**src/rtl/alu_seq_pipe.sv**
```systemverilog
// N-bit 8-opcode ALU with valid/ready handshakes, accumulator and registered result/flags.
// Define ALU_MUL_EN to build the sequential shift-add multiplier for opcode 110.
module alu_seq_pipe #(
    parameter int WIDTH = 4,
    parameter int CNT_W = 3
) (
    input  logic             clk,
    input  logic             rst_n,
    input  logic             in_valid,
    output logic             in_ready,
    input  logic [2:0]       op,
    input  logic [WIDTH-1:0] a,
    input  logic [WIDTH-1:0] b,
    input  logic             use_acc,
    output logic             out_valid,
    input  logic             out_ready,
    output logic [WIDTH-1:0] res,
    output logic             carry,
    output logic             overflow,
    output logic             zero,
    output logic             err
);

    localparam logic [2:0] OP_ADD = 3'b000;
    localparam logic [2:0] OP_SUB = 3'b001;
    localparam logic [2:0] OP_AND = 3'b010;
    localparam logic [2:0] OP_OR  = 3'b011;
    localparam logic [2:0] OP_XOR = 3'b100;
    localparam logic [2:0] OP_PSB = 3'b101;
    localparam logic [2:0] OP_MUL = 3'b110;
    localparam logic [2:0] OP_RSV = 3'b111;

`ifdef ALU_MUL_EN
    typedef enum logic [0:0] {ST_IDLE = 1'b0, ST_MUL = 1'b1} state_t;
    localparam logic [CNT_W-1:0] CNT_LAST = CNT_W'(WIDTH);
`else
    typedef enum logic [0:0] {ST_IDLE = 1'b0} state_t;
`endif

    typedef struct packed {
        logic [WIDTH-1:0] res;
        logic             carry;
        logic             overflow;
        logic             err;
    } result_t;

    // Single-cycle opcodes; MUL falls through to the reserved encoding here because the
    // multiplier (when built) produces its result through its own path.
    function automatic result_t alu_eval(input logic [2:0] f_op,
                                         input logic [WIDTH-1:0] x,
                                         input logic [WIDTH-1:0] y);
        result_t      r;
        logic [WIDTH:0] wide;
        r    = '0;
        wide = '0;
        case (f_op)
            OP_ADD: begin
                wide       = {1'b0, x} + {1'b0, y};
                r.res      = wide[WIDTH-1:0];
                r.carry    = wide[WIDTH];
                r.overflow = (x[WIDTH-1] == y[WIDTH-1]) && (wide[WIDTH-1] != x[WIDTH-1]);
            end
            OP_SUB: begin
                wide       = {1'b0, x} - {1'b0, y};
                r.res      = wide[WIDTH-1:0];
                r.carry    = wide[WIDTH];
                r.overflow = (x[WIDTH-1] != y[WIDTH-1]) && (wide[WIDTH-1] != x[WIDTH-1]);
            end
            OP_AND:         r.res = x & y;
            OP_OR:          r.res = x | y;
            OP_XOR:         r.res = x ^ y;
            OP_PSB:         r.res = y;
            OP_MUL, OP_RSV: r.err = 1'b1;
            default:        r.err = 1'b1;
        endcase
        return r;
    endfunction

    state_t           state_r;
    logic [WIDTH-1:0] acc_r;
    logic [WIDTH-1:0] res_r;
    logic             out_valid_r;
    logic             carry_r;
    logic             overflow_r;
    logic             zero_r;
    logic             err_r;

    logic [WIDTH-1:0] opa_s;
    result_t          eval_s;
    result_t          load_val_s;
    logic             accept_s;
    logic             load_s;
    logic             is_mul_s;

`ifdef ALU_MUL_EN
    logic [2*WIDTH-1:0] mcand_r;
    logic [2*WIDTH-1:0] prod_r;
    logic [WIDTH-1:0]   mplier_r;
    logic [CNT_W-1:0]   cnt_r;
    result_t            mul_val_s;

    assign is_mul_s = (op == OP_MUL);

    // Final product formatted as a result; overflow means the high half is populated.
    always_comb begin
        mul_val_s          = '0;
        mul_val_s.res      = prod_r[WIDTH-1:0];
        mul_val_s.overflow = |prod_r[2*WIDTH-1:WIDTH];
    end
`else
    assign is_mul_s = 1'b0;
`endif

    assign in_ready  = rst_n && (state_r == ST_IDLE) && (!out_valid_r || out_ready);
    assign accept_s  = in_valid && in_ready;
    assign eval_s    = alu_eval(op, opa_s, b);
    assign out_valid = out_valid_r;
    assign res       = res_r;
    assign carry     = carry_r;
    assign overflow  = overflow_r;
    assign zero      = zero_r;
    assign err       = err_r;

    // Operand A source select.
    always_comb begin
        if (use_acc) begin
            opa_s = acc_r;
        end else begin
            opa_s = a;
        end
    end

    // Decide whether the result register loads this cycle and from which path.
    always_comb begin
        load_s     = 1'b0;
        load_val_s = eval_s;
        case (state_r)
            ST_IDLE: begin
                if (accept_s && !is_mul_s) begin
                    load_s = 1'b1;
                end else begin
                    load_s = 1'b0;
                end
            end
`ifdef ALU_MUL_EN
            ST_MUL: begin
                if (cnt_r == CNT_LAST) begin
                    load_s     = 1'b1;
                    load_val_s = mul_val_s;
                end else begin
                    load_s     = 1'b0;
                    load_val_s = eval_s;
                end
            end
`endif
            default: load_s = 1'b0;
        endcase
    end

    // Control FSM, multiplier datapath and registered result/flags.
    always_ff @(posedge clk or negedge rst_n) begin
        if (!rst_n) begin
            state_r     <= ST_IDLE;
            acc_r       <= '0;
            res_r       <= '0;
            out_valid_r <= 1'b0;
            carry_r     <= 1'b0;
            overflow_r  <= 1'b0;
            zero_r      <= 1'b0;
            err_r       <= 1'b0;
`ifdef ALU_MUL_EN
            mcand_r     <= '0;
            prod_r      <= '0;
            mplier_r    <= '0;
            cnt_r       <= '0;
`endif
        end else begin
            // A fresh load wins over consumption so back-to-back ops keep out_valid high.
            if (load_s) begin
                res_r       <= load_val_s.res;
                carry_r     <= load_val_s.carry;
                overflow_r  <= load_val_s.overflow;
                err_r       <= load_val_s.err;
                zero_r      <= (load_val_s.res == '0);
                acc_r       <= load_val_s.res;
                out_valid_r <= 1'b1;
            end else if (out_valid_r && out_ready) begin
                out_valid_r <= 1'b0;
            end

            case (state_r)
                ST_IDLE: begin
`ifdef ALU_MUL_EN
                    if (accept_s && is_mul_s) begin
                        mcand_r  <= {{WIDTH{1'b0}}, opa_s};
                        mplier_r <= b;
                        prod_r   <= '0;
                        cnt_r    <= '0;
                        state_r  <= ST_MUL;
                    end
`else
                    state_r <= ST_IDLE;
`endif
                end
`ifdef ALU_MUL_EN
                ST_MUL: begin
                    if (cnt_r == CNT_LAST) begin
                        state_r <= ST_IDLE;
                    end else begin
                        if (mplier_r[0]) begin
                            prod_r <= prod_r + mcand_r;
                        end
                        mcand_r  <= mcand_r << 1;
                        mplier_r <= mplier_r >> 1;
                        cnt_r    <= cnt_r + CNT_W'(1);
                    end
                end
`endif
                default: state_r <= ST_IDLE;
            endcase
        end
    end

endmodule

```
**config.mk**
```make
export PLATFORM = sky130hd
export DESIGN_NAME = alu_seq_pipe
export DESIGN_NICKNAME = d
export VERILOG_FILES = /design/src/rtl/alu_seq_pipe.sv
export SDC_FILE = /design/constraint.sdc
export NUM_CORES = 1
export LEC_CHECK = 0
export BUFFER_PORTS_ARGS = -buffer_cell sky130_fd_sc_hd__buf_2
export CAP_MARGIN = 20
export CORE_MARGIN = 8
export CORE_UTILIZATION = 53
export DETAILED_ROUTE_END_ITERATION = 10
export PLACE_DENSITY = 0.79
export SLEW_MARGIN = 10
export SYNTH_ARGS = -nofsm -noshare
export SYNTH_HDL_FRONTEND = slang
export SYNTH_SLANG_ARGS = --single-unit
```
**constraint.sdc**
```tcl
create_clock -name clk -period 2.3 [get_ports clk]
set_input_delay 0.46 -clock clk [delete_from_list [all_inputs] [get_ports clk]]
set_output_delay 0.46 -clock clk [all_outputs]
set_load 0.05 [all_outputs]
```
**After elaboration in Yosys (flattened, before gate mapping)**

Cells that the tools add are included.

- Register bits: 9
- Bits of input ports: 16
- Output and inout bits: 10
- Word-level logic and storage cells: 40

- Add/subtract/negate cells: 2
- Eq/ne operators: 11
- Mux-type cells: 7
- Bitwise operators: 3
- Reduce and logical (&&, ||, !) cells: 11

Operators with widths:

| kind | count |
|---|---|
| 4-bit case mux with 6 select lines | 1 |
| 3-bit == test (second input constant) | 4 |
| 3-bit by 2-bit == test with 1-bit output (second input constant) | 2 |
| 4-bit by 4-bit adder with 5-bit output | 1 |
| 1-bit logical AND | 5 |
| 4-bit by 4-bit subtractor with 5-bit output | 1 |
| 4-bit AND | 1 |
| 4-bit logical NOT | 1 |
| 1-bit 2-to-1 mux | 4 |
| 4-bit 2-to-1 mux | 1 |
| 4-bit OR | 1 |
| 2-bit case mux with 2 select lines | 1 |
| 4-bit bitwise XOR | 1 |
| 3-bit by 1-bit == test with 1-bit output (second input constant) | 1 |
| 3-bit logical NOT | 1 |
| 1-bit != test | 3 |
| 2-bit nonzero test | 1 |
| 2-bit OR reduction | 1 |
| 1-bit == test | 1 |
| 1-bit logical NOT | 1 |
| 1-bit logical OR | 1 |

**Longest topological paths before layout**

- Word-level depth: 6
- Gate-level depth with buffers: 11
- Depth with buffers taken out: 10

**Worst setup path before layout**

OpenSTA, ideal clock, no wires.

- Kind: flip-flop to flip-flop
- From: register, netlist name res[0]
- To: register zero_r (netlist: zero)
- Setup time: 0.104 ns
- Arrival: 2.213 ns
- Data required time: 2.196 ns
- Setup slack: -0.017 ns
- Cell stages (with the launch flop): 11
- Path buffers: 0
- Period minus slack after synthesis: 2.317 ns
- Cell sequence: dfrtp_1 mux2i_1 inv_1 ha_1 inv_1 fa_1 xor2_1 o21ai_0 a22oi_1 o21ai_1 o41ai_2

RTL lines:

| element | RTL line | RTL |
|---|---|---|
| to (signal assigned) | 184 | `zero_r <= (load_val_s.res == '0);` |
| to (decl) | 85 | `logic zero_r;` |

==> impl_metrics.env <==
export IMPL_yosysWarningCount=0
export IMPL_comb_power_share=0.617
export IMPL_slowest_delay_ns=0.45
export IMPL_drt_first_pass_iters=4
export IMPL_timing_reg2reg_worst_path_depth=9
export IMPL_timing_critical_path_cells="mux2i_4, ha_2, inv_2, fa_1, mux2i_1, nand2_1, o21ai_1, o221ai_2, o41ai_2"
export IMPL_rsz_0062_raised_after_global_routing="true"
export IMPL_largest_driver_fanout_on_the_critical_path=3
export IMPL_synth_compound_area_frac=0.1998
export IMPL_die_area_mm2=0.003667
export IMPL_layout_common_cells="sky130_fd_sc_hd__buf_2 (24), sky130_fd_sc_hd__nand2_1 (13), sky130_fd_sc_hd__ha_1 (13), sky130_fd_sc_hd__buf_4 (13), sky130_fd_sc_hd__inv_1 (12)"
export IMPL_p_sw_frac=0.4728
export IMPL_worst_ep_required_time_ns=2.47
export IMPL_area_growth_syn_to_layout_pct=26.52
export IMPL_dp_hpwl_um=2206
export IMPL_number_of_antenna_violations_at_the_first_check_in_global_routing=0
export IMPL_power_sequential_fraction=0.240
export IMPL_netlist_area_mm2=0.001052
export IMPL_timing_max_cap_violations=0
export IMPL_finClkSkew_ns=0.004261
export IMPL_slowest_stage="sky130_fd_sc_hd__fa_1"
export IMPL_final_period_utilization=0.9606
export IMPL_grtUsageMet1=0.1781
export IMPL_placeableCoreArea_mm2=0.001922
export IMPL_cts_made_buffers=3
export IMPL_mappedNetlistNets=153
export IMPL_clk_transition_reported_paths_ns=0.07
export IMPL_aggregate_routed_wire_length_um=2804
export IMPL_synth_edff_count=0
export IMPL_nets=189
export IMPL_fin_crit_ns=2.209
export IMPL_yosys_area_share_adder=0.2045
export IMPL_main_combinational_cell_family_by_area_after_synthesis="adder cells"
export IMPL_drt_wirelength_per_cell_um=15.32
export IMPL_worstSetupStartpoint="res[0]$_DFFE_PN0P_"
export IMPL_seqCellArea_um2=226.5
export IMPL_cts_tree="done"
export IMPL_leakagePower_nw=0.6786
export IMPL_setup_violations_final=0
export IMPL_timing_fmax_mhz=452.6
export IMPL_cts_hold_buffers=0
export IMPL_cell_internal_pwr_mw=0.4808
export IMPL_portBuffers=25
export IMPL_grtUsageMet2=0.2790
export IMPL_drive_gt1_frac=0.3526
export IMPL_dominant_cell_type_by_area_after_synthesis="sky130_fd_sc_hd__dfrtp_1"
export IMPL_final_fill_count=162
export IMPL_synth_ff_latch_count=9
export IMPL_globalRoute_busiestLayer="met2"
export IMPL_cts_max_path_buffers=2
export IMPL_dp_cells=177
export IMPL_post_dp_cell_area_mm2=0.001252
export IMPL_stdcell_count=183
export IMPL_final_antenna_net_count=0
export IMPL_rr_endpoint="zero$_DFFE_PN0P_"
export IMPL_outcome="completed"
export IMPL_timing_critical_path_to_type="flip-flop"
export IMPL_synth_async_reset_ratio=1.000
export IMPL_worst_skew_pair_late_latency_ns=0.28
export IMPL_wire_length_of_the_first_global_routing_pass_um=4360
export IMPL_dr_first_iter_drc_count=53
export IMPL_regToRegStartpoint="res[0]$_DFFE_PN0P_"
export IMPL_worstSetupStartpointType="flip-flop"
export IMPL_floorplan_die_width_um=60.56
export IMPL_number_of_vias_per_cell_after_detailed_routing=5.590
export IMPL_stdcell_area_mm2=0.001331
export IMPL_synth_avg_cell_area_um2=8.696
export IMPL_initial_utilization=0.5475
export IMPL_cts_htree_levels=1
export IMPL_critical_path_class="reg2reg"
export IMPL_die_h_um=60.56
export IMPL_synthSimpleGateAreaFrac=0.1463
export IMPL_diodes=0
export IMPL_yosysUniqueCellTypes=38
export IMPL_timing_worst_slew_pin_value_ns=0.3368
export IMPL_grt_util_met3=0.03390
export IMPL_arrival_ns=2.38
export IMPL_grt_max_degree=18
export IMPL_net_sw_power_mw=0.4311
export IMPL_worst_min_delay_path_class="in2async"
export IMPL_globalplace_congestion=0.8108
export IMPL_synth_sequential_area_ratio=0.2140
export IMPL_slew_headroom=0.7726
export IMPL_via_count_of_the_first_global_routing_pass=994
export IMPL_report_final_slew_viol_count=0
export IMPL_synthMuxAreaShare=0.1011
export IMPL_grt_remaining_overflow=0
export IMPL_clkPwrFrac=0.143
export IMPL_grtUsageTotal=0.1604
export IMPL_cellPowerDensity_mw_per_mm2=685.0
export IMPL_vdd_ir_drop_max_mv=0.5608
export IMPL_finalHoldViolCount=0
export IMPL_yosys_top_cells_area="sky130_fd_sc_hd__dfrtp_1 (21%), sky130_fd_sc_hd__ha_1 (17%), sky130_fd_sc_hd__mux2i_1 (4.8%), sky130_fd_sc_hd__inv_1 (4.6%), sky130_fd_sc_hd__nand2_1 (4.6%)"
export IMPL_numClockSinks=9
export IMPL_post_synth_inst_count=121
export IMPL_layout_commonest_cell="sky130_fd_sc_hd__buf_2"
export IMPL_remaining_drc_errors=0
export IMPL_netlist_area_leader_share=0.2140
export IMPL_rrSetupSlack_ns=0.09
export IMPL_multiInputGateArea_um2=777.0
export IMPL_floorplan_rows=16
export IMPL_design_portCount=26
export IMPL_routed_via_count=1023
export IMPL_clk_root_buffer_cell="sky130_fd_sc_hd__clkbuf_4"
export IMPL_synth_top_flop_cell="sky130_fd_sc_hd__dfrtp_1"
export IMPL_xor_xnor_portion_of_the_synthesized_cell_area=0.05470
-- stage by stage --
stage | worst slack (ns) | hold slack (ns) | setup TNS, ns | util | power, mW
3_3_place_gp | -0.1367 | 0.3248 | -0.3208 | 0.6517 | 0.7407
6_report | 0.09069 | 0.03399 | 0 | 0.6927 | 0.9119
2_1_floorplan | 0.03212 | 0.1644 | 0 | - | 0.6055
5_1_grt | -0.004976 | 0.04354 | -0.004976 | 0.6927 | 0.9665
3_5_place_dp | -0.2831 | 0.3357 | -0.8174 | 0.6517 | 0.7590
4_1_cts | 0.03951 | 0.03206 | 0 | 0.6680 | 0.8960
-- flip-flops by register name, summed over array words and instances (netlist names) --
register and cells:
res 4, carry 1, err 1, out_valid 1, overflow 1, zero 1
-- power groups by stage --
stage	sequential [mW]	clock (mW)	combinational (mW)
finish	0.219	0.131	0.563
global route	0.222	0.139	0.606
CTS	0.216	0.133	0.547
detailed placement	0.217	0	0.542
global placement	0.216	0	0.525
floorplan	0.328	0	0.278
-- synth_stat cells (all sizes together) (3+ instances only) --
cell	instances
ha	14
inv	13
nand2	13
dfrtp	9
o21ai	8
mux2i	6
a21oi	5
nor2	5
buf	4
nor3	4
o22ai	4
a31oi	3
mux2	3
nand2b	3
xor2	3
-- metal layers --
metal	vias to the layer above	wire length (um)	share of wire
li1	491	-	-
met5	-	0	0
met4	0	84	0.030
met2	31	1520	0.54
met1	492	1075	0.38
met3	9	125	0.045
-- critical path: cells and delay by family (launching register included) --
family / cells / cell delay [ns]
adder cells (fa/ha/maj): 2 / 0.67
buffers and inverters: 1 / 0.04
AND/OR/NAND/NOR: 1 / 0.06
flip-flops: 1 / 0.43
multiplexers: 2 / 0.31
AO/OA/AOI/OAI: 3 / 0.61
-- worst max path at each step --
| stage | endpoint | depth (start not counted) |
|---|---|---|
| after floorplan | zero$_DFFE_PN0P_ | 8 |
| final | zero$_DFFE_PN0P_ | 9 |
| after detailed placement | zero$_DFFE_PN0P_ | 10 |
| after global routing | zero$_DFFE_PN0P_ | 9 |
| after global placement | zero$_DFFE_PN0P_ | 10 |
| after CTS | zero$_DFFE_PN0P_ | 9 |
-- timing repair --
action	CTS	global route
setup endpoints to repair	1	4
gates resized for setup	1	8
cloned	0	0
buffers inserted	0	2
pin swaps	1	3
-- final cells by class --
class,instances,share of cell area
clock buffers,3,0.01692
clock inverters,1,0.003759
inverters,13,0.03665
multi-input cells,93,0.5836
flip-flops and latches,9,0.1701
well taps,27,0.02538
repair buffers,37,0.1635
-- cells by family (layout without fill, tap and decap cells) --
family	Yosys count	in the layout
AND/OR/NAND/NOR	33	33
multiplexers	9	9
adder cells (fa/ha/maj)	16	16
flip-flops	9	9
XOR/XNOR	5	5
AO/OA/AOI/OAI	30	30
buffers and inverters	19	54
(Power assumes the default switching activity.)
